`config.mk`:
```
export PLATFORM = sky130hd
export DESIGN_NAME = reorder_buffer
export DESIGN_NICKNAME = d
export VERILOG_FILES = /design/src/rtl/reorder_buffer.sv
export SDC_FILE = /design/constraint.sdc
export NUM_CORES = 2
export LEC_CHECK = 0
export ABC_AREA = 1
export BUFFER_PORTS_ARGS = -buffer_cell sky130_fd_sc_hd__buf_2
export CAP_MARGIN = 30
export CORE_ASPECT_RATIO = 1.75
export CORE_MARGIN = 10
export CORE_UTILIZATION = 40
export CTS_CLUSTER_DIAMETER = 150
export CTS_CLUSTER_SIZE = 10
export DETAILED_ROUTE_END_ITERATION = 10
export PLACE_DENSITY_LB_ADDON = 0.2
export SETUP_SLACK_MARGIN = 0.05
export SLEW_MARGIN = 20
export SYNTH_ARGS = -nofsm -noshare
export SYNTH_HDL_FRONTEND = slang
export SYNTH_SLANG_ARGS = --single-unit
```
`constraint.sdc`:
```
create_clock -name clk_in -period 10.5 [get_ports clk_in]
set_input_delay 1.05 -clock clk_in [delete_from_list [all_inputs] [get_ports clk_in]]
set_output_delay 1.05 -clock clk_in [all_outputs]
set_load 0.05 [all_outputs]
```
`src/rtl/reorder_buffer.sv`:
```
// Reorder buffer: circular in-order retirement queue. Allocates tags for
// dispatched instructions, captures CDB results, and retires one entry per
// cycle into the register file. A committed branch mispredict raises a
// rollback pulse and clears the whole buffer on the following edge.
module reorder_buffer #(
  parameter int ROB_SIZE = 16,
  parameter int TAG_W    = 5
) (
  input  logic             clk_in,
  input  logic             rst_in,
  input  logic             rdy_in,
  input  logic             en_signal_from_dispatcher,
  input  logic [4:0]       rd_from_dispatcher,
  input  logic             is_store_from_dispatcher,
  input  logic             is_branch_from_dispatcher,
  input  logic             pred_jump_from_dispatcher,
  output logic [TAG_W-1:0] alloc_tag_to_dispatcher,
  output logic             full_to_dispatcher,
  input  logic [TAG_W-1:0] Q1_from_dispatcher,
  input  logic [TAG_W-1:0] Q2_from_dispatcher,
  output logic             ready1_to_dispatcher,
  output logic             ready2_to_dispatcher,
  output logic [31:0]      V1_to_dispatcher,
  output logic [31:0]      V2_to_dispatcher,
  input  logic             cdb_valid,
  input  logic [TAG_W-1:0] cdb_tag,
  input  logic [31:0]      cdb_value,
  input  logic             cdb_jump,
  input  logic [31:0]      cdb_target_pc,
  output logic             commit_flag_to_regfile,
  output logic [4:0]       rd_to_regfile,
  output logic [TAG_W-1:0] Q_to_regfile,
  output logic [31:0]      V_to_regfile,
  output logic             store_commit_to_lsb,
  output logic             rollback_flag,
  output logic [31:0]      target_pc_to_fetcher
);

  localparam int IDX_W = (ROB_SIZE > 1) ? $clog2(ROB_SIZE) : 1;

  // Entry storage
  logic             r_busy     [ROB_SIZE];
  logic             r_ready    [ROB_SIZE];
  logic [4:0]       r_rd       [ROB_SIZE];
  logic             r_is_store [ROB_SIZE];
  logic             r_is_br    [ROB_SIZE];
  logic             r_pred     [ROB_SIZE];
  logic             r_jump     [ROB_SIZE];
  logic [31:0]      r_value    [ROB_SIZE];
  logic [31:0]      r_target   [ROB_SIZE];
  logic [TAG_W-1:0] r_last_writer [32];

  logic [IDX_W-1:0] r_head;
  logic [IDX_W-1:0] r_tail;
  logic [TAG_W-1:0] r_count;
  logic             r_rb_pend;  // flush the whole buffer on the next active edge
  logic             r_squash;   // cycle after the flush: inputs are discarded

  logic             w_full;
  logic             w_block;
  logic             w_alloc;
  logic             w_commit;
  logic             w_cdb_hit;
  logic [IDX_W-1:0] w_cdb_idx;
  logic [TAG_W-1:0] w_head_tag;
  logic [TAG_W-1:0] w_tail_tag;
  logic [4:0]       w_cm_rd;
  logic             w_cm_write;
  logic             w_cm_mispred;
  logic [TAG_W-1:0] w_cm_q;
  logic [32:0]      w_probe1;
  logic [32:0]      w_probe2;

  function automatic logic [IDX_W-1:0] f_next(input logic [IDX_W-1:0] p);
    if (p == IDX_W'(ROB_SIZE - 1)) return '0;
    else                           return p + IDX_W'(1'b1);
  endfunction

  // Probe result {ready, value}; a live CDB broadcast is forwarded ahead of storage.
  function automatic logic [32:0] f_probe(input logic [TAG_W-1:0] q);
    logic [IDX_W-1:0] idx;
    logic [32:0]      res;
    idx = IDX_W'(q - TAG_W'(1'b1));
    res = 33'd0;
    if ((q != '0) && (q <= TAG_W'(ROB_SIZE))) begin
      if (cdb_valid && (cdb_tag == q))          res = {1'b1, cdb_value};
      else if (r_busy[idx] && r_ready[idx])    res = {1'b1, r_value[idx]};
      else                                     res = 33'd0;
    end else begin
      res = 33'd0;
    end
    return res;
  endfunction

  assign w_full     = (r_count == TAG_W'(ROB_SIZE));
  assign w_block    = !rdy_in || r_rb_pend || r_squash;
  assign w_head_tag = TAG_W'(r_head) + TAG_W'(1'b1);
  assign w_tail_tag = TAG_W'(r_tail) + TAG_W'(1'b1);
  assign w_cdb_idx  = IDX_W'(cdb_tag - TAG_W'(1'b1));
  assign w_cm_rd    = r_rd[r_head];

  assign alloc_tag_to_dispatcher = w_tail_tag;
  assign full_to_dispatcher      = w_full;

  // Decide allocation, capture and commit for this cycle and the commit Q tag.
  always_comb begin
    w_alloc      = en_signal_from_dispatcher && !w_full && !w_block;
    w_commit     = (r_count != '0) && r_busy[r_head] && r_ready[r_head] && !w_block;
    w_cdb_hit    = cdb_valid && (cdb_tag != '0) && (cdb_tag <= TAG_W'(ROB_SIZE))
                   && r_busy[w_cdb_idx] && !w_block;
    w_cm_write   = !r_is_store[r_head] && (w_cm_rd != 5'd0);
    w_cm_mispred = r_is_br[r_head] && (r_jump[r_head] != r_pred[r_head]);
    if (w_alloc && (rd_from_dispatcher == w_cm_rd)) begin
      w_cm_q = w_tail_tag;
    end else if (r_last_writer[w_cm_rd] == w_head_tag) begin
      w_cm_q = '0;
    end else begin
      w_cm_q = r_last_writer[w_cm_rd];
    end
  end

  // Combinational operand probes for the dispatcher.
  always_comb begin
    w_probe1             = f_probe(Q1_from_dispatcher);
    w_probe2             = f_probe(Q2_from_dispatcher);
    ready1_to_dispatcher = w_probe1[32];
    V1_to_dispatcher     = w_probe1[31:0];
    ready2_to_dispatcher = w_probe2[32];
    V2_to_dispatcher     = w_probe2[31:0];
  end

  // Buffer state, retirement and registered pulse outputs.
  always_ff @(posedge clk_in or negedge rst_in) begin
    if (!rst_in) begin
      for (int i = 0; i < ROB_SIZE; i++) begin
        r_busy[i] <= 1'b0; r_ready[i] <= 1'b0; r_rd[i] <= 5'd0;
        r_is_store[i] <= 1'b0; r_is_br[i] <= 1'b0; r_pred[i] <= 1'b0;
        r_jump[i] <= 1'b0; r_value[i] <= 32'd0; r_target[i] <= 32'd0;
      end
      for (int i = 0; i < 32; i++) r_last_writer[i] <= '0;
      r_head <= '0; r_tail <= '0; r_count <= '0;
      r_rb_pend <= 1'b0; r_squash <= 1'b0;
      commit_flag_to_regfile <= 1'b0; rd_to_regfile <= 5'd0;
      Q_to_regfile <= '0; V_to_regfile <= 32'd0;
      store_commit_to_lsb <= 1'b0; rollback_flag <= 1'b0;
      target_pc_to_fetcher <= 32'd0;
    end else begin
      commit_flag_to_regfile <= 1'b0; rd_to_regfile <= 5'd0;
      Q_to_regfile <= '0; V_to_regfile <= 32'd0;
      store_commit_to_lsb <= 1'b0; rollback_flag <= 1'b0;
      target_pc_to_fetcher <= 32'd0;
      if (rdy_in) begin
        if (r_rb_pend) begin
          for (int i = 0; i < ROB_SIZE; i++) begin
            r_busy[i] <= 1'b0; r_ready[i] <= 1'b0;
          end
          for (int i = 0; i < 32; i++) r_last_writer[i] <= '0;
          r_head <= '0; r_tail <= '0; r_count <= '0;
          r_rb_pend <= 1'b0; r_squash <= 1'b1;
        end else if (r_squash) begin
          r_squash <= 1'b0;
        end else begin
          if (w_cdb_hit) begin
            r_ready[w_cdb_idx]  <= 1'b1;
            r_value[w_cdb_idx]  <= cdb_value;
            r_jump[w_cdb_idx]   <= cdb_jump;
            r_target[w_cdb_idx] <= cdb_target_pc;
          end
          if (w_commit) begin
            r_busy[r_head] <= 1'b0;
            r_head         <= f_next(r_head);
            if (w_cm_write) begin
              commit_flag_to_regfile <= 1'b1;
              rd_to_regfile          <= w_cm_rd;
              Q_to_regfile           <= w_cm_q;
              V_to_regfile           <= r_value[r_head];
              if (w_cm_q == '0) r_last_writer[w_cm_rd] <= '0;
            end
            if (r_is_store[r_head]) store_commit_to_lsb <= 1'b1;
            if (w_cm_mispred) begin
              rollback_flag        <= 1'b1;
              target_pc_to_fetcher <= r_target[r_head];
              r_rb_pend            <= 1'b1;
            end
          end
          // Allocation comes after commit so a same-rd allocation wins last_writer.
          if (w_alloc) begin
            r_busy[r_tail]     <= 1'b1;
            r_ready[r_tail]    <= 1'b0;
            r_rd[r_tail]       <= rd_from_dispatcher;
            r_is_store[r_tail] <= is_store_from_dispatcher;
            r_is_br[r_tail]    <= is_branch_from_dispatcher;
            r_pred[r_tail]     <= pred_jump_from_dispatcher;
            r_tail             <= f_next(r_tail);
            if (rd_from_dispatcher != 5'd0) r_last_writer[rd_from_dispatcher] <= w_tail_tag;
          end
          case ({w_alloc, w_commit})
            2'b10:   r_count <= r_count + TAG_W'(1'b1);
            2'b01:   r_count <= r_count - TAG_W'(1'b1);
            default: r_count <= r_count;
          endcase
        end
      end
    end
  end

endmodule

```
; After elaboration in Yosys (flattened, before gate mapping)
; Index checks and enable logic that the tools add are counted.
[word_totals]
ff_bits = 1452
input_bits = 93
out_inout_bits = 149
elab_cells = 437
[classes]
add_sub_neg = 9
magnitude_cmp = 15
n_eq_ne = 11
n_mux = 152
n_bitwise = 17
n_reduce_logical = 45
[op_table]
columns = cell, count
row1 = $mux 160, 10
row2 = $bwmux 512, 2
row3 = $mux 32, 19
row4 = $bmux 32 s4, 4
row5 = $mux 16, 14
row6 = $mux 33, 6
row7 = $and 160x160->160, 1
row8 = $bwmux 160, 1
row9 = $not 160->160, 1
row10 = $demux 32 s4, 1
row11 = $mux 5, 21
row12 = $bwmux 80, 1
row13 = $bwmux 16, 4
row14 = $demux 5 s5, 2
row15 = $bmux 1 s4, 11
row16 = $mux 1, 41
row17 = $and 16x16->16, 2
row18 = $mux 4, 8
row19 = $not 16->16, 2
row20 = $or 16x16->16, 2
row21 = $reduce_bool 5->1, 6
row22 = $bmux 5 s5, 1
row23 = $ge 5x5->1 const B, 5
row24 = $not 4->5, 5
row25 = other kinds (31), 79

; Logic depth before layout (Yosys ltp)
[logic_depth]
word_depth = 23
depth_mapped = 32
depth_no_buf = 28

; Worst setup path before layout
; No wires, ideal clock.
[synth_timing]
path_kind = input-to-output
start = input port Q2_from_dispatcher[0]
end = output port V2_to_dispatcher[16]
arrival_time_ns = 4.923
required_ns = 9.450
setup_slack_ns = 4.527
path_stages = 15
path_buffers = 8
path_cell_list = clkbuf_1 -> inv_1 -> clkbuf_1 -> clkbuf_1 -> clkbuf_1 -> ha_1 -> clkbuf_1 -> inv_1 -> clkbuf_1 -> clkbuf_1 -> clkbuf_1 -> o211ai_1 -> o311ai_0 -> a21oi_1 -> a211oi_1
[synth_via]
elab_chain_len = 9
word_cells_on_any_way = 20
cone_classes = add/sub: 1 / order compare: 1 / eq/ne: 1 / mux: 12 / bitwise: 1 / reduce/logical: 4
[synth_rtl]
columns = element, line_no
row1 = "start, declared", 20  ; input logic [TAG_W-1:0] Q2_from_dispatcher,
row2 = $sub 4x1->4, 83  ; idx = IDX_W'(q - TAG_W'(1'b1));
row3 = $not 4->5 (not written as such), 87  ; else if (r_busy[idx] && r_ready[idx]) res = {1'b1, r_value[idx]};
row4 = $bmux 1 s4, 87
row5 = $mux 1 (not written as such) (2 in series), 87
row6 = $logic_and 1x1->1, 87
row7 = $mux 33, 87
row8 = $mux 33, 86  ; if (cdb_valid && (cdb_tag == q)) res = {1'b1, cdb_value};
row9 = $mux 33 (*), 85  ; if ((q != '0) && (q <= TAG_W'(ROB_SIZE))) begin
row10 = "end, declared", 24  ; output logic [31:0] V2_to_dispatcher,
; Every way passes the cells marked *; elsewhere a longest branch is shown, timed or not. The select of a mux whose other input is x is not followed.

; Worst setup path in the final report
[layout_timing]
start = register r_head[0]
end = register r_last_writer[4] (netlist name)
[layout_via]
elab_chain_len = 23
word_cells_on_any_way = 48
cone_classes = add/sub: 1 / order compare: 2 / eq/ne: 2 / mux: 30 / bitwise: 4 / reduce/logical: 9
[layout_rtl]
columns = element, line_no
row1 = "start, declared", 53  ; logic [IDX_W-1:0] r_head;
row2 = "start signal, assigned", 171  ; r_head <= f_next(r_head);
row3 = $not 4->5 (not written as such), "100, 108, 111"
row4 = $bmux 5 s4, 100  ; assign w_cm_rd = r_rd[r_head];
row5 = $mux 5 (not written as such) (2 in series), 100
row6 = $not 5->6 (not written as such), "115, 118, 177"
row7 = $bmux 5 s5, "115, 118"
row8 = $mux 5 (not written as such) (2 in series), "115, 118"
row9 = $eq 5x5->1, 115  ; end else if (r_last_writer[w_cm_rd] == w_head_tag) begin
row10 = $mux 5, 115
row11 = (+5 left out), --
row12 = $mux 160 (*), 160  ; end else if (r_squash) begin
row13 = $mux 160 (*), 153  ; if (r_rb_pend) begin
row14 = $mux 160 (*), 152  ; if (rdy_in) begin
row15 = $bwmux 160, 195  ; if (rd_from_dispatcher != 5'd0) r_last_writer[rd_from_dispatcher] <= w_tail_tag;
row16 = $mux 160, 195
row17 = $mux 160 (*), 187  ; if (w_alloc) begin
row18 = $mux 160 (*), 160
row19 = $mux 160 (*), 153
row20 = "end signal, assigned by index", 195
row21 = "end, declared", 51  ; logic [TAG_W-1:0] r_last_writer [32];
; Marks and branches as above.
; A chain may end at the register's enable or synchronous reset.

==> impl_metrics.tcl <==
set metrics [dict create \
    synth_cells 10700 \
    maxCapViolCount 0 \
    synth_fa_ha_area_share_pct 0.344 \
    slew_viol_final 0 \
    slowest_delay_ps 950 \
    synthMuxAreaShare_pct 0.258 \
    cts_buffers 171 \
    ys_seq_area_share_pct 46.2 \
    cts_buffer_depth 4 \
    hold_class "in -> async" \
    synth_compound_area_share_pct 23.9 \
    die_w_um 355 \
    io_pins 242 \
    vias 77000 \
    fin_crit_sh_pct 65.9 \
    mostFrequentLayoutCell "nand2_1" \
    vias_per_cell 5.92 \
    routabilityCongestion 0.891 \
    synthesis.nets 10800 \
    synth_cell_types 58 \
    finalHoldViolCount 0 \
    synth.largest_area_cell "dfrtp_1" \
    cp_common_cell "nand2_1" \
    post_route_cells_drive_above_1_share_pct 7.01 \
    status "finished, final reports clean" \
    rsz0062_at_grt "false" \
    grt_pass1_wl_mm 481 \
    cts_resized 0 \
    area_growth_syn_to_layout_pct 9.57 \
    clkTransAtPathRegs_ps 60 \
    clock_sinks 1452 \
    drt_pass1_iterations 8 \
    clkLatencyLatePin_ps 860 \
    grt_max_degree 181 \
    dieHeight_um 606 \
    initial_core_util_pct 40.1 \
    fp.coreArea_um2 196000 \
    synthTopCellsByArea "dfrtp_1, nand2_1, o21ai_0" \
    synth_xor_area_share_pct 0.189 \
    synth_top_family_by_area "compound AO/OA/AOI/OAI gates" \
    preCtsSetupSlack_ps 3670 \
    synthesis.area_um2 78600 \
    path_class "reg -> reg" \
    stdcell_count 13000 \
    setup_viol 0 \
    antenna_found_initial 40 \
    worstPathArrival_ps 7650 \
    yosys_warnings 0 \
    postCtsSetupBuffers 0 \
    synth_area_per_cell_um2 7.38 \
    synth_ff_type "dfrtp_1" \
    p_leak_nw 39.4 \
    cp-end-kind "flop" \
    fin_nets 10500 \
    relSlewSlack_pct 17.5 \
    async_flop_share_pct 100 \
    port_buffers 241 \
    ys_seq_elements 1452 \
    ctsHoldBuffers 0 \
    drtIter0Drc 8906 \
    final_core_util_pct 44.0 \
    cts_tree "yes" \
    num_rows 215 \
    grt_pass1_vias 74300 \
    place_hpwl_mm 192 \
    root_buffer "clkbuf_16" \
    wl_per_cell_um 24.9 \
    crit_path_top_delay_cell "dfrtp_4" \
    synth_edf_count 0 \
    fin_worst_skew_ps 49.8 \
    peakVddDrop_v 0.000408 \
    drc_errors 0 \
    dieArea_um2 215000 \
    routed_wirelength_mm 323 \
    worstMarginPinSlew_ps 1230 \
    layout_min_cycle_time_ps 6910 \
    fmax_ghz 0.145 \
    final.setup.tns_ps 0 \
    overflow 0 \
    startpoint_type "flop" \
    synth_top_area_share_pct 46.2 \
    mostFrequentLayoutCells "nand2_1, o21ai_0, dfrtp_1, a21oi_1, inv_1" \
    dp.cells 12800 \
    worst_slack_ps 3590 \
    required_ps 11240 \
    track_usage_pct 29.0 \
    power_density_nw_per_um2 283 \
    path_max_fanout 73 \
    htree_levels 4 \
    synthSimpleGateAreaFrac_pct 21.7 \
    drt.antenna.violating_nets 0 \
]
## flip-flops by register name, summed over array words and instances, names as in the netlist, 5 cells and up
signal,cells
r_is_br,16
r_ready,16
r_pred,16
r_rd,80
r_busy,16
r_last_writer,160
V_to_regfile,32
r_value,512
target_pc_to_fetcher,32
Q_to_regfile,5
r_count,5
r_is_store,16
r_jump,16
r_target,512
rd_to_regfile,5
## worst paths after layout
check,slack (ps),end,from,depth (start not counted)
setup / recovery,3590,r_last_writer[4],r_head[0],28
hold / removal,140,r_last_writer[91],rst_in,1
setup reg to reg,3590,r_last_writer[4],r_head[0],28
hold reg to reg,480,r_pred[0],r_pred[0],2
max in group asynchronous,7590,r_target[6],rst_in,4
min in group clk_in,450,r_rb_pend,rdy_in,2
## cells in the mapped netlist (all sizes together), types with 4 or more instances
library cell,instances
nand2,3442
o21ai,1756
dfrtp,1452
a21oi,1072
clkbuf,773
inv,599
nor2,487
nand3,273
o311ai,138
buf,102
o211ai,79
a22oi,75
a32o,73
a211oi,36
nor3,30
o22ai,30
nand4,26
o2111ai,26
o21a,25
ha,20
a32oi,19
mux2,18
clkinv,15
o221ai,14
a2111oi,10
a221oi,10
o32ai,9
xor2,9
xnor2,8
o31ai,5
a21boi,4
## where the power goes
group	switching (mW)	total, mW	internal, mW
combinational	8.22	11.3	3.06
clock	2.33	5.23	2.90
sequential	0.926	7.84	6.91
total	11.5	24.4	12.9
## stage by stage
| stage | hold slack [ps] | instance area [µm²] | total power [mW] |
|---|---|---|---|
| 2_1_floorplan | 437 | 78600 | 15.4 |
| 3_3_place_gp | 447 | 81200 | 18.8 |
| 3_5_place_dp | 460 | 81500 | 19.0 |
| 4_1_cts | 204 | 85900 | 24.3 |
| 5_1_grt | 177 | 86100 | 25.8 |
| 6_report | 142 | 86100 | 24.4 |
## layer usage
| metal | vias up | part of all wire [%] | track usage, % |
|---|---|---|---|
| met2 | 4012 | 47 | 47.5 |
| met5 | - | 0.029 | 0 |
| met3 | 1026 | 8.9 | 5.77 |
| met4 | 14 | 6.1 | 17.1 |
| li1 | 34800 | - | - |
| met1 | 37200 | 38 | 35.4 |
## cells by family after synthesis
family                   after synthesis
AO/OA/AOI/OAI                       3389
XOR/XNOR                              17
AND/OR/NAND/NOR                     4264
flip-flops                          1452
adder cells (fa/ha/maj)               21
buffers and inverters               1489
multiplexers                          18
## critical path: cells and delay by family, from the launching register on
family / cells / cell delay [ps]
simple gates: 21 / 2970
flops: 1 / 950
compound gates: 2 / 410
buf+inv: 5 / 2320
## layout make-up
| cell class | instances | area, µm² |
|---|---|---|
| Fill cell | 20000 | 110000 |
| Multi-Input combinational cell | 7709 | 36700 |
| Sequential cell | 1452 | 36300 |
| Clock buffer | 176 | 4360 |
| Tap cell | 2604 | 3260 |
| Timing Repair Buffer | 406 | 2910 |
| Inverter | 614 | 2390 |
| Antenna cell | 39 | 97.6 |
| Clock inverter | 2 | 25.0 |
Power figures use the tool's default switching activity.
